$ cat src/rtl/set_region_counter_pkg.sv
// Shared types and width/field helpers for the grid-coverage counter.
package set_pkg;
   typedef enum logic [1:0] {
      AT_LEAST = 2'b00,
      EXACTLY  = 2'b01,
      ALL      = 2'b10,
      ODD      = 2'b11
   } mode_t;

   localparam logic [1:0] ST_IDLE  = 2'd0;
   localparam logic [1:0] ST_SCAN  = 2'd1;
   localparam logic [1:0] ST_DRAIN = 2'd2;
   localparam logic [1:0] ST_DONE  = 2'd3;

   function automatic int cntw(input int grid);
      return $clog2(grid * grid + 1);
   endfunction

   function automatic int kw(input int nc);
      return $clog2(nc + 1);
   endfunction

   // Circle 0 sits in the MSBs of the packed central/radius buses.
   function automatic int cen_msb(input int nc, input int cw, input int i);
      return (nc - i) * 2 * cw - 1;
   endfunction

   function automatic int rad_msb(input int nc, input int cw, input int i);
      return (nc - i) * cw - 1;
   endfunction
endpackage

$ cat src/rtl/set_region_counter_if.sv
// Job request / result bundle between the issue logic and the counter.
interface set_region_counter_if import set_pkg::*; #(
   parameter int GRID = 8,
   parameter int NC   = 3,
   parameter int CW   = 4
);
   localparam int KW   = kw(NC);
   localparam int CNTW = cntw(GRID);

   logic                 en;
   logic [2*CW*NC-1:0]   central;
   logic [CW*NC-1:0]     radius;
   logic [NC-1:0]        mask;
   logic [1:0]           mode;
   logic [KW-1:0]        k;
   logic                 busy;
   logic                 valid;
   logic [CNTW-1:0]      candidate;

   modport master (output en, central, radius, mask, mode, k,
                   input  busy, valid, candidate);
   modport slave  (input  en, central, radius, mask, mode, k,
                   output busy, valid, candidate);
endinterface

$ cat src/rtl/set_region_counter_circle.sv
// One circle's S1 (abs-diff) and S2 (square-sum compare, masked hit) stages.
module set_circle_test #(
   parameter int CW = 4
) (
   input  logic          clk,
   input  logic          rst,
   input  logic [CW-1:0] x,
   input  logic [CW-1:0] y,
   input  logic [CW-1:0] xc,
   input  logic [CW-1:0] yc,
   input  logic [CW-1:0] r,
   input  logic          enable,
   output logic          hit
);
   localparam int SW = 2 * CW + 1;

   logic [CW-1:0] dx, dy;
   logic [SW-1:0] dxe, dye, re, sum, rsq;

   // Full 2CW+1 width keeps dx^2+dy^2 exact for any centre, inside or not.
   assign dxe = SW'(dx);
   assign dye = SW'(dy);
   assign re  = SW'(r);
   assign sum = dxe * dxe + dye * dye;
   assign rsq = re * re;

   always_ff @(posedge clk or posedge rst) begin
      if (rst) begin
         dx  <= '0;
         dy  <= '0;
         hit <= 1'b0;
      end else begin
         dx  <= (x >= xc) ? x - xc : xc - x;
         dy  <= (y >= yc) ? y - yc : yc - y;
         hit <= enable && (sum <= rsq);
      end
   end
endmodule

$ cat src/rtl/set_region_counter.sv
// Grid-coverage counter: scans GRID x GRID points, counts those meeting the job's rule.
module set_region_counter import set_pkg::*; #(
   parameter int GRID = 8,
   parameter int NC   = 3,
   parameter int CW   = 4
) (
   input  logic               clk,
   input  logic               rst,
   set_region_counter_if.slave bus
);
   localparam int KW   = kw(NC);
   localparam int CNTW = cntw(GRID);
   localparam logic [CW-1:0] GMAX = CW'(GRID);

   logic [1:0]          state;
   logic [2*CW*NC-1:0]  j_cen;
   logic [CW*NC-1:0]    j_rad;
   logic [NC-1:0]       j_mask;
   mode_t               j_mode;
   logic [KW-1:0]       j_k;
   logic [CW-1:0]       x, y;
   logic                drain_cnt;
   logic [1:0]          vld_pipe;
   logic [NC-1:0]       hit;
   logic [KW-1:0]       n;
   logic                rule_ok;
   logic [CNTW-1:0]     acc, cand;
   logic                valid_q;

   for (genvar i = 0; i < NC; i++) begin : g_circ
      set_circle_test #(.CW(CW)) u_circ (
         .clk    (clk),
         .rst    (rst),
         .x      (x),
         .y      (y),
         .xc     (j_cen[cen_msb(NC, CW, i) -: CW]),
         .yc     (j_cen[cen_msb(NC, CW, i) - CW -: CW]),
         .r      (j_rad[rad_msb(NC, CW, i) -: CW]),
         .enable (j_mask[i]),
         .hit    (hit[i])
      );
   end

   always_comb begin
      n = '0;
      for (int i = 0; i < NC; i++) n = n + KW'(hit[i]);
   end

   always_comb begin
      rule_ok = 1'b0;
      case (j_mode)
         AT_LEAST: rule_ok = (n >= j_k);
         EXACTLY:  rule_ok = (n == j_k);
         ALL:      rule_ok = (hit == j_mask) && (|j_mask);
         ODD:      rule_ok = n[0];
         default:  rule_ok = 1'b0;
      endcase
   end

   always_ff @(posedge clk or posedge rst) begin
      if (rst) begin
         state     <= ST_IDLE;
         j_cen     <= '0;
         j_rad     <= '0;
         j_mask    <= '0;
         j_mode    <= AT_LEAST;
         j_k       <= '0;
         x         <= '0;
         y         <= '0;
         drain_cnt <= 1'b0;
         vld_pipe  <= '0;
         acc       <= '0;
         cand      <= '0;
         valid_q   <= 1'b0;
      end else begin
         valid_q  <= 1'b0;
         // vld_pipe[0]: point held in S1, vld_pipe[1]: hit vector valid in S2
         vld_pipe <= {vld_pipe[0], state == ST_SCAN};
         if (vld_pipe[1] && rule_ok) acc <= acc + CNTW'(1);

         case (state)
            ST_IDLE: begin
               if (bus.en) begin
                  j_cen  <= bus.central;
                  j_rad  <= bus.radius;
                  j_mask <= bus.mask;
                  j_mode <= mode_t'(bus.mode);
                  j_k    <= bus.k;
                  acc    <= '0;
                  cand   <= '0;
                  x      <= CW'(1);
                  y      <= CW'(1);
                  state  <= ST_SCAN;
               end
            end
            ST_SCAN: begin
               if (x == GMAX) begin
                  x <= CW'(1);
                  if (y == GMAX) begin
                     drain_cnt <= 1'b0;
                     state     <= ST_DRAIN;
                  end else begin
                     y <= y + CW'(1);
                  end
               end else begin
                  x <= x + CW'(1);
               end
            end
            ST_DRAIN: begin
               drain_cnt <= 1'b1;
               if (drain_cnt) state <= ST_DONE;
            end
            default: begin
               cand    <= acc;
               valid_q <= 1'b1;
               state   <= ST_IDLE;
            end
         endcase
      end
   end

   assign bus.busy      = (state != ST_IDLE);
   assign bus.valid     = valid_q;
   assign bus.candidate = cand;
endmodule

$ cat src/flat_wrapper.sv
// flat-port wrapper written by rule: the top's interface ports become plain ports
module set_region_counter_flat import set_pkg::*;
#(
   parameter int GRID = 8,
   parameter int NC   = 3,
   parameter int CW   = 4
)
  (clk, rst, bus_en, bus_central, bus_radius, bus_mask, bus_mode, bus_k, bus_busy, bus_valid, bus_candidate);
  set_region_counter_if #(.GRID(GRID), .NC(NC), .CW(CW)) bus_i ();
  input  logic clk;
  input  logic rst;
  input wire logic [$bits(bus_i.en)-1:0] bus_en;
  input wire logic [$bits(bus_i.central)-1:0] bus_central;
  input wire logic [$bits(bus_i.radius)-1:0] bus_radius;
  input wire logic [$bits(bus_i.mask)-1:0] bus_mask;
  input wire logic [$bits(bus_i.mode)-1:0] bus_mode;
  input wire logic [$bits(bus_i.k)-1:0] bus_k;
  output wire logic [$bits(bus_i.busy)-1:0] bus_busy;
  output wire logic [$bits(bus_i.valid)-1:0] bus_valid;
  output wire logic [$bits(bus_i.candidate)-1:0] bus_candidate;
  assign bus_i.en = bus_en;
  assign bus_i.central = bus_central;
  assign bus_i.radius = bus_radius;
  assign bus_i.mask = bus_mask;
  assign bus_i.mode = bus_mode;
  assign bus_i.k = bus_k;
  assign bus_busy = bus_i.busy;
  assign bus_valid = bus_i.valid;
  assign bus_candidate = bus_i.candidate;
  set_region_counter #(.GRID(GRID), .NC(NC), .CW(CW)) u_core (.clk(clk), .rst(rst), .bus(bus_i));
endmodule
$ cat config.mk
export PLATFORM = sky130hd
export DESIGN_NAME = set_region_counter_flat
export DESIGN_NICKNAME = d
export VERILOG_FILES = /design/src/rtl/set_region_counter_pkg.sv /design/src/rtl/set_region_counter_if.sv /design/src/rtl/set_region_counter_circle.sv /design/src/rtl/set_region_counter.sv /design/src/flat_wrapper.sv
export SDC_FILE = /design/constraint.sdc
export NUM_CORES = 1
export LEC_CHECK = 0
export CAP_MARGIN = 10
export CELL_PAD_IN_SITES_DETAIL_PLACEMENT = 1
export CELL_PAD_IN_SITES_GLOBAL_PLACEMENT = 1
export CORE_MARGIN = 5
export CORE_UTILIZATION = 50
export CTS_CLUSTER_DIAMETER = 80
export DETAILED_ROUTE_END_ITERATION = 10
export PLACE_DENSITY_LB_ADDON = 0.25
export SYNTH_ARGS = -nofsm -noshare
export SYNTH_HDL_FRONTEND = slang
export SYNTH_SLANG_ARGS = --single-unit
$ cat constraint.sdc
create_clock -name clk -period 7.6 [get_ports clk]
set_input_delay 2.28 -clock clk [delete_from_list [all_inputs] [get_ports clk]]
set_output_delay 2.28 -clock clk [all_outputs]
set_load 0.1 [all_outputs]
==> impl_metrics.csv, run 1 <==
group,metric,value,unit
run_status,status,"complete, no violations",
clock_network,cts_tree,"yes",
hold_path,min_path_type,"reg -> reg",
clock_network,clock-sinks,98,
timing,rsz0062_at_grt,"false",
drt,first_pass_iters,4,
drt,antenna_left,0,
drt,route.detailed.drc,0,
floorplan,floorplan.initialDensity,51.45,%
clock_network,clock_latency,0.36,ns
clock_network,clock_path_buffers,2,
timing,relSlewSlack,35.19,%
timing,hold_slack,0.3640,ns
drt,drt_iter0_drc,178,
floorplan,die-width,135.5,um
yosys,yosys.area_share.simple,15.50,%
timing,fin_skew,0.009713,ns
grt,gr-usage-all-layers,22.26,%
grt,grt_pass1_wl,33050,um
setup_path,rr_endpoint,"u_core.g_circ[0].u_circ.hit$_DFF_PP0_",
timing,fmax,0.2148,GHz
clock_network,clk_pin_slew_worst_paths,0.07,ns
yosys,synth_top_area_share,31.12,%
timing,min_period,4.655,ns
setup_path,end_kind,"output port",
setup_path,critical_path_depth,4,
floorplan,die_area,0.01837,mm^2
setup_path,cp.required,5.32,ns
floorplan,core_area,0.01531,mm^2
setup_path,cp_data_arrival_time,2.38,ns
setup_path,worst-setup-path-type,"reg -> out",
yosys,syn_area_per_cell,9.460,um^2
drt,via_per_inst,5.461,
timing,worst_pin_slew,0.9691,ns
clock_network,post_cts_buffers,0,
yosys,yosys_warnings,0,
setup_path,startpoint,"u_core.state[0]$_DFFE_PP0P_",
yosys,seq_area_frac_synth,31.12,%
setup_path,crit_family,"buffers and inverters",
setup_path,reg2reg_depth,16,
cells_and_area,seqCellArea,0.002452,mm^2
setup_path,reg2reg_slack,3.82,ns
setup_path,cpMostUsedCell,"inv_1",
timing,finalSetupTns,0,ns
yosys,syn_inst,833,
grt,grt_pass1_vias,6870,
timing,setup_viol,0,
setup_path,critPathSlowestCell,"clkdlybuf4s50_1",
clock_network,cts_hold_buffers,0,
yosys,synth_xor_area_share,4.779,%
setup_path,worstPathCellList,"inv_1, ha_1, inv_1, clkdlybuf4s50_1",
yosys,synth_compound_area_share,13.85,%
cells_and_area,layout-drive-gt1-share,3.807,%
setup_path,startpoint_type,"flop",
job,cap_violations,0,
yosys,synthMuxAreaShare,3.207,%
yosys,synthArstFlopShare,100.0,%
yosys,synth_fa_ha_area_share,26.17,%
drt,via_count,6029,
setup_path,r2r_start,"u_core.g_circ[0].u_circ.dx[2]$_DFF_PP0_",
drt,routedWlPerCell,17.24,um
clock_network,cts_resized,0,
yosys,yosys.cell_types.count,50,
setup_path,slowest_delay,1.13,ns
floorplan,die_y,135.5,um
yosys,synthFlopType,"dfrtp_1",
setup_path,crit_buf_inv,3,
setup_path,critPathMaxFanout,7,
grt,overflow,0,
grt,antenna_found_initial,0,
grt,grt_max_degree,74,
cells_and_area,multiInputGateArea,0.005005,mm^2
setup_path,endpoint,"bus_busy",
clock_network,cts-root-buf,"clkbuf_16",
yosys,synth-edff-count,0,
yosys,synth-seq-cells,98,
floorplan,ios,55,
drt,finalWirelength,19030,um
floorplan,std_cell_rows,45,
clock_network,cts_buffers,9,
yosys,synth_top_family_by_area,"adder cells",
place,dp_hpwl,14900,um
clock_network,htree_levels,3,
cells_and_area,antenna_cells,0,
cells_and_area,fin_nets,1082,
cells_and_area,area_growth,13.21,%
timing,hold_viol,0,
place,gp_congestion,0.8496,
yosys,syn_nets,1027,
yosys,synth_area_leader_cell,"dfrtp_1",
yosys,synth_area,0.007880,mm^2
place,io_buffers,54,
yosys,synth_area_leaders,"dfrtp_1 (31%), ha_1 (19%), fa_1 (7.1%)",
timing,slew_viol_final,0,
timing,period_share,61.25,%
cells_and_area,fill_cells,1766,
-- final cells by class --
type                    count  area share, %
clock inverters             7         0.6732
clock buffers               9          2.525
well taps                 211          2.959
multi-input cells         628          56.10
inverters                  95          4.025
repair buffers             56          6.227
flip-flops and latches     98          27.49
-- kinds of logic after synthesis --
group / after synthesis
AND/OR/NAND/NOR: 242
AO/OA/AOI/OAI: 170
flip-flops: 98
XOR/XNOR: 43
adder cells (fa/ha/maj): 148
buffers and inverters: 107
multiplexers: 25
-- per-layer routing --
metal | track usage, % | share of wire, % | vias up
met5 | 0 | 0 | -
met3 | 3.492 | 2.5 | 23
met2 | 42.42 | 54 | 75
li1 | - | - | 2933
met4 | 5.319 | 1.5 | 0
met1 | 26.02 | 42 | 2998
-- state kept, by name (all words and copies together) (netlist names) --
name	count
u_core.acc	7
u_core.bus.candidate	7
u_core.bus.valid	1
u_core.drain_cnt	1
u_core.g_circ.u_circ.dx	12
u_core.g_circ.u_circ.dy	12
u_core.g_circ.u_circ.hit	3
u_core.j_cen	24
u_core.j_k	2
u_core.j_mask	3
u_core.j_mode	2
u_core.j_rad	12
u_core.state	2
u_core.vld_pipe	2
u_core.x	4
u_core.y	4
-- worst min-delay path by stage --
stage	from	slack, ns	cells after the start	end
floorplan	u_core.vld_pipe[0]$_DFF_PP0_	0.33	0	u_core.vld_pipe[1]$_DFF_PP0_
global placement	u_core.vld_pipe[0]$_DFF_PP0_	0.34	0	u_core.vld_pipe[1]$_DFF_PP0_
detailed placement	u_core.vld_pipe[0]$_DFF_PP0_	0.35	0	u_core.vld_pipe[1]$_DFF_PP0_
CTS	u_core.vld_pipe[0]$_DFF_PP0_	0.36	0	u_core.vld_pipe[1]$_DFF_PP0_
global route	u_core.vld_pipe[0]$_DFF_PP0_	0.36	0	u_core.vld_pipe[1]$_DFF_PP0_
finish	u_core.vld_pipe[0]$_DFF_PP0_	0.36	0	u_core.vld_pipe[1]$_DFF_PP0_
-- cells in the mapped netlist (all sizes together) (4+ instances only) --
master,count
clkbuf,9
dfrtp,98
nor3,6
nand4,9
inv,95
a21o,38
nor2b,26
xor2,28
fa,28
a22o,7
ha,120
nor2,16
nand2,98
a21bo,6
and2,34
nand2b,15
xnor2,15
o21ai,35
a31oi,4
a21oi,55
nand3,20
mux2i,23
o31ai,4
-- cells in the final DEF, fill, tap and decap left out, drive strengths merged, types with 7 or more instances in the layout --
cell,instances
clkdlybuf4s50,54
nand2b,15
a21oi,55
clkbuf,9
inv,98
nand3,20
a21o,38
nand4,9
o21ai,35
fa,28
nand2,98
and2,34
ha,120
nor2,16
mux2i,23
a22o,7
nor2b,26
xnor2,15
xor2,28
dfrtp,98
-- worst reg2reg max path: stages (launching register included) --
cell and delay [ns]:
dfrtp_1 0.41, nor2b_1 0.16, and2_1 0.19, ha_1 0.28, a21o_1 0.16, a21oi_1 0.23
xor2_1 0.12, fa_1 0.50, inv_1 0.04, ha_1 0.33, a21oi_1 0.21, xnor2_1 0.11
ha_1 0.30, nand4_1 0.13, o221ai_1 0.19, a21oi_1 0.10, o211a_1 0.23
-- stage by stage --
step           setup WS, ns  cells  area (um^2)  util, %
2_1_floorplan         2.758    833         7880        -
3_3_place_gp          3.369   1088         8636    56.39
3_5_place_dp          3.322   1088         8636    56.39
4_1_cts               2.929   1104         8921    58.25
5_1_grt               2.865   1104         8921    58.25
6_report              2.945   1104         8921    58.25
Power of run 1 is left out: the tool's default activity adds up to more than one toggle a clock period on the data nets, which glitch-free logic cannot reach.
==> run 2, diff against run 1 <==
- CORE_UTILIZATION: 50 -> 43
- clock period: 7.6 -> 4.07 ns (I/O delays scaled with it)
==> impl_metrics.csv, run 2 (synthesized netlist as in run 1, its figures left out) <==
group,metric,value,unit
run_status,status,"complete, no violations",
timing,rsz0062_at_grt,"false",
cells_and_area,fin_nets,1082,
grt,grt_pass1_wl,30530,um
clock_network,post_cts_buffers,0,
timing,period_share,91.44,%
place,io_buffers,54,
clock_network,cts_resized,0,
clock_network,clock_path_buffers,2,
setup_path,end_kind,"flop",
floorplan,die_area,0.02113,mm^2
setup_path,cp_data_arrival_time,3.97,ns
clock_network,htree_levels,3,
timing,worst_pin_slew,0.9694,ns
setup_path,startpoint_type,"flop",
timing,setup_viol,0,
setup_path,worst-setup-path-type,"reg -> reg",
floorplan,core_area,0.01802,mm^2
cells_and_area,antenna_cells,0,
timing,slew_viol_final,0,
cells_and_area,largest_register,"u_core.j_cen",
floorplan,ios,55,
timing,relSlewSlack,35.17,%
grt,grt_max_degree,74,
clock_network,cts-root-buf,"clkbuf_16",
clock_network,clk_pin_slew_worst_paths,0.07,ns
job,cap_violations,0,
cells_and_area,final_area,0.008952,mm^2
timing,fin_skew,0.007753,ns
floorplan,floorplan.initialDensity,43.72,%
grt,grt_pass1_vias,6299,
grt,overflow,0,
cells_and_area,layout_common_cells,"ha_1 (120), nand2_1 (98), dfrtp_1 (98)",
place,placed_area,0.008681,mm^2
timing,fmax,0.2687,GHz
drt,routedWlPerCell,15.54,um
clock_network,cts_buffers,9,
cells_and_area,area_growth,13.61,%
clock_network,cts_hold_buffers,0,
clock_network,cts_tree,"yes",
drt,via_count,5792,
floorplan,die_y,145.4,um
floorplan,die-width,145.4,um
place,gp_congestion,0.8019,
clock_network,clock_latency,0.36,ns
drt,finalWirelength,17440,um
hold_path,min_path_type,"reg -> reg",
grt,gr-usage-all-layers,17.27,%
floorplan,std_cell_rows,49,
timing,finalSetupTns,0,ns
grt,antenna_found_initial,0,
setup_path,critPathMaxFanout,5,
cells_and_area,layout-drive-gt1-share,3.807,%
drt,via_per_inst,5.162,
drt,antenna_left,0,
drt,route.detailed.drc,0,
place,dp_hpwl,13800,um
cells_and_area,final_common_cell,"ha_1",
drt,first_pass_iters,4,
timing,hold_viol,0,
cells_and_area,largest_reg_flops,24,
cells_and_area,fill_cells,2076,
timing,min_period,3.722,ns
clock_network,clock-sinks,98,
drt,drt_iter0_drc,113,
setup_path,cp.required,4.32,ns
run 2: routing by layer:
| metal | wire length (um) | vias to the layer above | global-route usage [%] |
|---|---|---|---|
| met4 | 285 | 0 | 4.011 |
| met2 | 8467 | 64 | 29.96 |
| li1 | - | 2931 | - |
| met3 | 509 | 19 | 3.301 |
| met5 | 0 | - | 0 |
| met1 | 8172 | 2778 | 22.36 |
run 2: through the flow:
| step | instances | worst slack (ns) | hold slack (ns) | util (%) |
|---|---|---|---|---|
| finish | 1122 | 0.3484 | 0.3611 | 49.67 |
| global route | 1122 | 0.06942 | 0.3742 | 49.67 |
| CTS | 1122 | 0.3352 | 0.3597 | 49.67 |
| detailed placement | 1106 | 0.3580 | 0.3411 | 48.16 |
| global placement | 1106 | 0.4908 | 0.3326 | 48.16 |
| floorplan | 833 | 0.2869 | 0.3312 | - |
run 2: worst max-delay path: stages, from the launching register on:
cell and delay (ns):
dfrtp_1 0.41, nor2b_1 0.15, and2_1 0.19, ha_1 0.29, a21o_1 0.16, a21oi_1 0.23
xor2_1 0.12, fa_1 0.49, inv_1 0.04, ha_1 0.33, a21oi_1 0.21, xnor2_1 0.09
ha_1 0.30, nand4_1 0.12, o221ai_1 0.18, a21oi_1 0.10, o211a_1 0.21
run 2: final cells by class:
type / count / area [um^2] / area share [%]
clock inverter: 6 / 42.54 / 0.4752
multi-input combinational: 628 / 5005 / 55.90
inverter: 95 / 359.1 / 4.011
clock buffer: 10 / 229.0 / 2.558
sequential: 98 / 2452 / 27.39
tap: 229 / 286.5 / 3.201
timing repair buffer: 56 / 578.1 / 6.457
run 2: path summary, 6_finish.rpt:
check / end / slack, ns / startpoint / cells past startpoint
max: u_core.g_circ[0].u_circ.hit$_DFF_PP0_ / 0.35 / u_core.g_circ[0].u_circ.dx[2]$_DFF_PP0_ / 16
min: u_core.vld_pipe[1]$_DFF_PP0_ / 0.36 / u_core.vld_pipe[0]$_DFF_PP0_ / 0
max reg2reg: u_core.g_circ[0].u_circ.hit$_DFF_PP0_ / 0.35 / u_core.g_circ[0].u_circ.dx[2]$_DFF_PP0_ / 16
min reg2reg: u_core.vld_pipe[1]$_DFF_PP0_ / 0.36 / u_core.vld_pipe[0]$_DFF_PP0_ / 0
max in group asynchronous: u_core.j_cen[17]$_DFFE_PP0P_ / 2.05 / rst / 3
min in group asynchronous: u_core.bus.candidate[0]$_DFFE_PP0P_ / 1.33 / rst / 2
Power of run 2 is left out for the same reason.
